File: src/rtl/tmr_error_pkg.sv
// rtl/tmr_error_pkg.sv - shared state enum and bit-vector helpers for the TMR error collector
package tmr_error_pkg;

  typedef enum logic [1:0] {
    TE_IDLE = 2'd0,
    TE_ERR  = 2'd1,
    TE_CLR  = 2'd2
  } te_state_t;

  // Number of set bits in a channel vector (up to 64 channels).
  function automatic logic [6:0] popcount(input logic [63:0] v);
    logic [6:0] c;
    c = '0;
    for (int i = 0; i < 64; i++) begin
      c = c + {6'd0, v[i]};
    end
    return c;
  endfunction

  // Index of the lowest set bit; 0 when no bit is set.
  function automatic logic [5:0] lowest_set(input logic [63:0] v);
    logic [5:0] idx;
    idx = '0;
    for (int i = 63; i >= 0; i--) begin
      if (v[i]) begin
        idx = 6'(i);
      end
    end
    return idx;
  endfunction

endpackage

File: src/rtl/tmr_error_sync.sv
// rtl/tmr_error_sync.sv - per-bit two-flop synchronizer for asynchronous error flags
module tmr_error_sync #(
  parameter int W = 10
) (
  input  logic         clk,
  input  logic         rst,
  input  logic [W-1:0] d,
  output logic [W-1:0] q
);

  logic [W-1:0] meta;

  // Two back-to-back flops per bit; the first may go metastable, the second settles it.
  always_ff @(posedge clk or posedge rst) begin
    if (rst) begin
      meta <= '0;
      q    <= '0;
    end else begin
      meta <= d;
      q    <= meta;
    end
  end

endmodule

File: src/rtl/tmr_error_collector.sv
// rtl/tmr_error_collector.sv - TMR error record (count, sticky map, first index, irq); option TMR_ERROR_SYNC_EN
module tmr_error_collector
  import tmr_error_pkg::*;
#(
  parameter int N     = 10,
  parameter int CNT_W = 16,
  parameter int IDX_W = (N > 1) ? $clog2(N) : 1
) (
  input  logic             clk,
  input  logic             rst,
  input  logic [N-1:0]     err_i,
  input  logic [CNT_W-1:0] thr_i,
  input  logic             clr_req_i,
  output logic             clr_ack_o,
  output logic [CNT_W-1:0] err_cnt_o,
  output logic [N-1:0]     err_map_o,
  output logic [IDX_W-1:0] first_idx_o,
  output logic             first_vld_o,
  output logic             irq_o
);

  // Sum is wide enough to hold a saturated count plus a full 64-channel burst.
  localparam int SUM_W = CNT_W + 8;
  localparam logic [SUM_W-1:0] CNT_MAX = {8'd0, {CNT_W{1'b1}}};

  logic [N-1:0]     err_s;
  logic [N-1:0]     err_q;
  logic [N-1:0]     rise;
  logic             clr_req_q;
  logic             clr_take;
  logic [SUM_W-1:0] cnt_sum;
  logic [CNT_W-1:0] cnt_nxt;
  te_state_t        state;
  te_state_t        state_nxt;

`ifdef TMR_ERROR_SYNC_EN
  tmr_error_sync #(.W(N)) u_sync (
    .clk (clk),
    .rst (rst),
    .d   (err_i),
    .q   (err_s)
  );
`else
  assign err_s = err_i;
`endif

  // Previous flag values; reset to 0 so a flag already high at release counts once.
  always_ff @(posedge clk or posedge rst) begin
    if (rst) begin
      err_q <= '0;
    end else begin
      err_q <= err_s;
    end
  end

  assign rise = err_s & ~err_q;

  // Remember the last request level so a held request is only taken once.
  always_ff @(posedge clk or posedge rst) begin
    if (rst) begin
      clr_req_q <= 1'b0;
    end else begin
      clr_req_q <= clr_req_i;
    end
  end

  assign clr_take = clr_req_i & ~clr_req_q & (state != TE_CLR);

  // State register.
  always_ff @(posedge clk or posedge rst) begin
    if (rst) begin
      state <= TE_IDLE;
    end else begin
      state <= state_nxt;
    end
  end

  // Next-state: clear requests win over new events; CLR lasts exactly one cycle.
  always_comb begin
    state_nxt = state;
    case (state)
      TE_IDLE: begin
        if (clr_take) begin
          state_nxt = TE_CLR;
        end else if (rise != '0) begin
          state_nxt = TE_ERR;
        end
      end
      TE_ERR: begin
        if (clr_take) begin
          state_nxt = TE_CLR;
        end
      end
      TE_CLR: begin
        state_nxt = (rise != '0) ? TE_ERR : TE_IDLE;
      end
      default: begin
        state_nxt = TE_IDLE;
      end
    endcase
  end

  assign cnt_sum = SUM_W'(err_cnt_o) + SUM_W'(popcount(64'(rise)));
  assign cnt_nxt = (cnt_sum > CNT_MAX) ? {CNT_W{1'b1}} : cnt_sum[CNT_W-1:0];

  // Record update: wipe on clear entry, otherwise accumulate (including during CLR).
  always_ff @(posedge clk or posedge rst) begin
    if (rst) begin
      err_cnt_o   <= '0;
      err_map_o   <= '0;
      first_idx_o <= '0;
      first_vld_o <= 1'b0;
    end else if (clr_take) begin
      err_cnt_o   <= '0;
      err_map_o   <= '0;
      first_idx_o <= '0;
      first_vld_o <= 1'b0;
    end else begin
      err_cnt_o <= cnt_nxt;
      err_map_o <= err_map_o | rise;
      if (!first_vld_o && (rise != '0)) begin
        first_idx_o <= IDX_W'(lowest_set(64'(rise)));
        first_vld_o <= 1'b1;
      end
    end
  end

  assign clr_ack_o = (state == TE_CLR);
  assign irq_o     = (thr_i != '0) && (err_cnt_o >= thr_i);

endmodule

File: config.mk
export PLATFORM = sky130hd
export DESIGN_NAME = tmr_error_collector
export DESIGN_NICKNAME = d
export VERILOG_FILES = /design/src/rtl/tmr_error_pkg.sv /design/src/rtl/tmr_error_sync.sv /design/src/rtl/tmr_error_collector.sv
export SDC_FILE = /design/constraint.sdc
export NUM_CORES = 1
export LEC_CHECK = 0
export CELL_PAD_IN_SITES_DETAIL_PLACEMENT = 0
export CELL_PAD_IN_SITES_GLOBAL_PLACEMENT = 1
export CORE_ASPECT_RATIO = 1.25
export CORE_MARGIN = 1.5
export CORE_UTILIZATION = 41
export CTS_CLUSTER_SIZE = 40
export DETAILED_ROUTE_END_ITERATION = 10
export GPL_ROUTABILITY_DRIVEN = 0
export PLACE_DENSITY = 0.95
export SLEW_MARGIN = 20
export SYNTH_ARGS = -nofsm -noshare
export SYNTH_HDL_FRONTEND = slang
export SYNTH_HIERARCHICAL = 1
export SYNTH_SLANG_ARGS = --single-unit
File: constraint.sdc
create_clock -name clk -period 8.99 [get_ports clk]
set_input_delay 2.2475 -clock clk [delete_from_list [all_inputs] [get_ports clk]]
set_output_delay 2.2475 -clock clk [all_outputs]
set_load 0.02 [all_outputs]
==> flow_summary.yaml <==
global_routing:
  grt_max_degree: 45
  antenna_found_initial: 0
  grt_pass1_wl_mm: 9.42
  grt.overflow.total: 0
  first_global_vias: 2184
  grt_usage_pct: 17.9
layout:
  seq_area_um2: 1100
  multi_input_area_um2: 1330
  final_util_pct: 55.4
  fillers: 568
  layoutNonFillerInstCount: 411
  fin_area_um2: 3390
  drive_gt1_share_pct: 6.44
  antennaDiodeCount: 0
  finish.net_count: 382
  syn_to_final_growth_pct: 31.1
clock_tree:
  cts_setup_buffers: 0
  cts_buffers: 5
  cts_hold_buffers: 0
  cts_max_path_buffers: 2
  clock_sink_count: 44
  clk_pin_slew_ns: 0.08
  ctsRootBufferMaster: "clkbuf_8"
  htreeDepth: 2
  cts_tree: "done"
  cts_resized: 0
  clk_latency_ns: 0.29
setup_path:
  worstPathRequired_ns: 6.74
  worstPathArrival_ns: 4.46
  crit_start: "thr_i[0]"
  critPathKind: "in2out"
  endpoint_kind: "primary output"
  reg2reg_depth: 13
  startpoint_type: "primary input"
  rr_startpoint: "err_q[6]$_DFF_PP0_"
  cp_max_fo: 2
  crit_end: "irq_o"
  rrSetupSlack_ns: 4.78
  reg2reg_to: "err_cnt_o[12]$_DFF_PP0_"
floorplanning:
  io_pins: 62
  die_x_um: 74.1
  rows: 32
  start_util_pct: 42.3
  die_y_um: 91.9
  core_um2: 6130
  dieArea_um2: 6810
sta:
  hold_viol: 0
  clock-skew-final_ns: 0.00344
  setup_tns_ns: 0
  rsz0062_at_grt: "false"
  fmax_ghz: 0.149
  slew_headroom_pct: 53.2
  setup_slack_ns: 2.28
  worst_pin_slew_ns: 0.697
  fin_crit_ns: 6.71
  slew_violations: 0
  setup_viol: 0
  finalCritPeriodShare_pct: 74.6
logic_synthesis:
  yosys.area_share.adder_pct: 15.6
  async_flop_share_pct: 100
  yosys_warnings: 6
  yosysMostFrequentCell: "dfrtp_1"
  synth_xor_area_share_pct: 2.71
  synth_cell_types: 41
  synth_edf_count: 0
  yosysTopAreaCellShare_pct: 42.5
  ys_ff_latch: 44
  synthCells: 259
  syn_area_per_cell_um2: 10.0
  yosysSeqAreaShare_pct: 42.5
  synthTopCellsByCount: "dfrtp_1 (44), nor2_1 (37), inv_1 (34), ha_1 (21), a21oi_1 (18)"
  netlist_area_um2: 2590
  synth_compound_area_share_pct: 13.4
  yosys.area_share.simple_pct: 18.3
  synthFlopType: "dfrtp_1"
  yosysTopAreaCell: "dfrtp_1"
  synthMuxAreaShare_pct: 1.16
  synth_area_leaders: "dfrtp_1 (43%), ha_1 (10%), fa_1 (5.4%)"
  synth_top_family_by_area: "simple AND/OR/NAND/NOR gates"
  synth_fp_nets: 316
hold_path:
  min_path_type: "reg2reg"
  hp-start: "state[1]$_DFFE_PP0P_"
placement:
  dp.cells: 403
  dp_hpwl_mm: 4.36
  port_buffers: 61
  post-place-ws_ns: 2.30
  place_area_um2: 3290
route:
  drtIter0Drc: 117
  detail_route.wl_per_cell_um: 13.7
  wl_mm: 5.64
  drc_errors: 0
  vias: 2094
  viasPerCell: 5.09
  first_pass_iters: 4
  drtAntennaViolNets: 0
job:
  cap_violations: 0
power:
  peakVddDrop_uv: 136
  p_comb_share_pct: 40.1
  p_int_uw: 430
  p_switching_uw: 221
  leakage_nw: 1.53
  pwr-share-seq_pct: 37.5
  swShare_pct: 33.9
  pwr-share-clk_pct: 22.4
  power_density_nw_per_um2: 192
status:
  status: "complete, no violations"
==> metrics by stage <==
| stage | hold slack [ns] | total power, mW |
|---|---|---|
| 3_3_place_gp | 0.434 | 0.501 |
| 3_5_place_dp | 0.461 | 0.512 |
| 6_report | 0.459 | 0.651 |
| 4_1_cts | 0.473 | 0.662 |
| 2_1_floorplan | 0.417 | 0.415 |
| 5_1_grt | 0.491 | 0.701 |
==> power groups by stage <==
stage / clock network, mW / registers [mW] / logic (mW)
finish: 0.146 / 0.244 / 0.261
global route: 0.158 / 0.248 / 0.295
CTS: 0.151 / 0.244 / 0.266
detailed placement: 0 / 0.248 / 0.264
global placement: 0 / 0.247 / 0.253
floorplan: 0 / 0.264 / 0.151
==> cells in the final DEF (no fill, tap or decap), types with 2 or more instances in the layout <==
master	n
a31oi_1	3
o21ai_0	3
inv_1	33
xnor2_1	4
buf_4	2
xor2_1	4
fa_1	7
dfrtp_1	44
ha_1	21
mux2i_1	3
nor4_2	2
o2111ai_1	3
o211ai_1	3
nor2b_1	12
nand2b_1	2
nor3b_1	3
a21o_1	4
nand2_1	4
o21a_1	4
nor4_1	4
nand4_1	4
nor2_1	36
clkbuf_8	5
a21oi_1	18
clkdlybuf4s50_1	61
nor3_1	3
a211oi_1	6
nand3_1	7
a21oi_2	3
==> state kept, by name (all words and copies together) (netlist names) <==
register / cells
state: 2
clr_req_q: 1
first_idx_o: 4
err_cnt_o: 16
err_map_o: 10
first_vld_o: 1
err_q: 10
==> critical path, cell delays in order <==
cell and delay [ns]:
clkdlybuf4s50_1 0.43, ha_1 0.30, or3b_2 0.45, o2111ai_1 0.08, a31oi_1 0.11, o21ai_0 0.20, a31oi_1 0.10, clkdlybuf4s50_1 0.54
==> cell type report <==
| type | instances | area share [%] |
|---|---|---|
| sequential | 44 | 32.4 |
| timing repair buffer | 63 | 18.4 |
| multi-input combinational | 177 | 39.1 |
| inverter | 34 | 3.76 |
| tap | 85 | 3.13 |
| clock inverter | 2 | 1.03 |
| clock buffer | 6 | 2.14 |
==> cells by family (layout without fill, tap and decap cells) <==
| kind of cell | Yosys count | in the layout |
|---|---|---|
| xor gates and xnor gates | 8 | 8 |
| muxes | 3 | 3 |
| AOI/OAI and AO/OA | 52 | 52 |
| adders and majority gates | 28 | 28 |
| and+or+nand+nor | 86 | 86 |
| DFF | 44 | 44 |
| buffers and inverters | 38 | 105 |
==> worst min-delay path by stage <==
stage | to | slack, ns | cells past startpoint
final | state[1]$_DFFE_PP0P_ | 0.46 | 1
after global routing | state[1]$_DFFE_PP0P_ | 0.49 | 1
after CTS | state[1]$_DFFE_PP0P_ | 0.47 | 1
after detailed placement | state[1]$_DFFE_PP0P_ | 0.46 | 1
after global placement | state[1]$_DFFE_PP0P_ | 0.43 | 1
after floorplan | state[1]$_DFFE_PP0P_ | 0.42 | 1
==> layer usage <==
layer,global-route usage [%],part of all wire (%),routed length (um),vias to the layer above
met3,2.97,5.1,290,12
met5,0,0,0,-
met1,21.4,43,2400,985
li1,-,-,-,1030
met2,30.7,50,2830,67
met4,8.02,2.1,116,0
(Power assumes the default switching activity.)
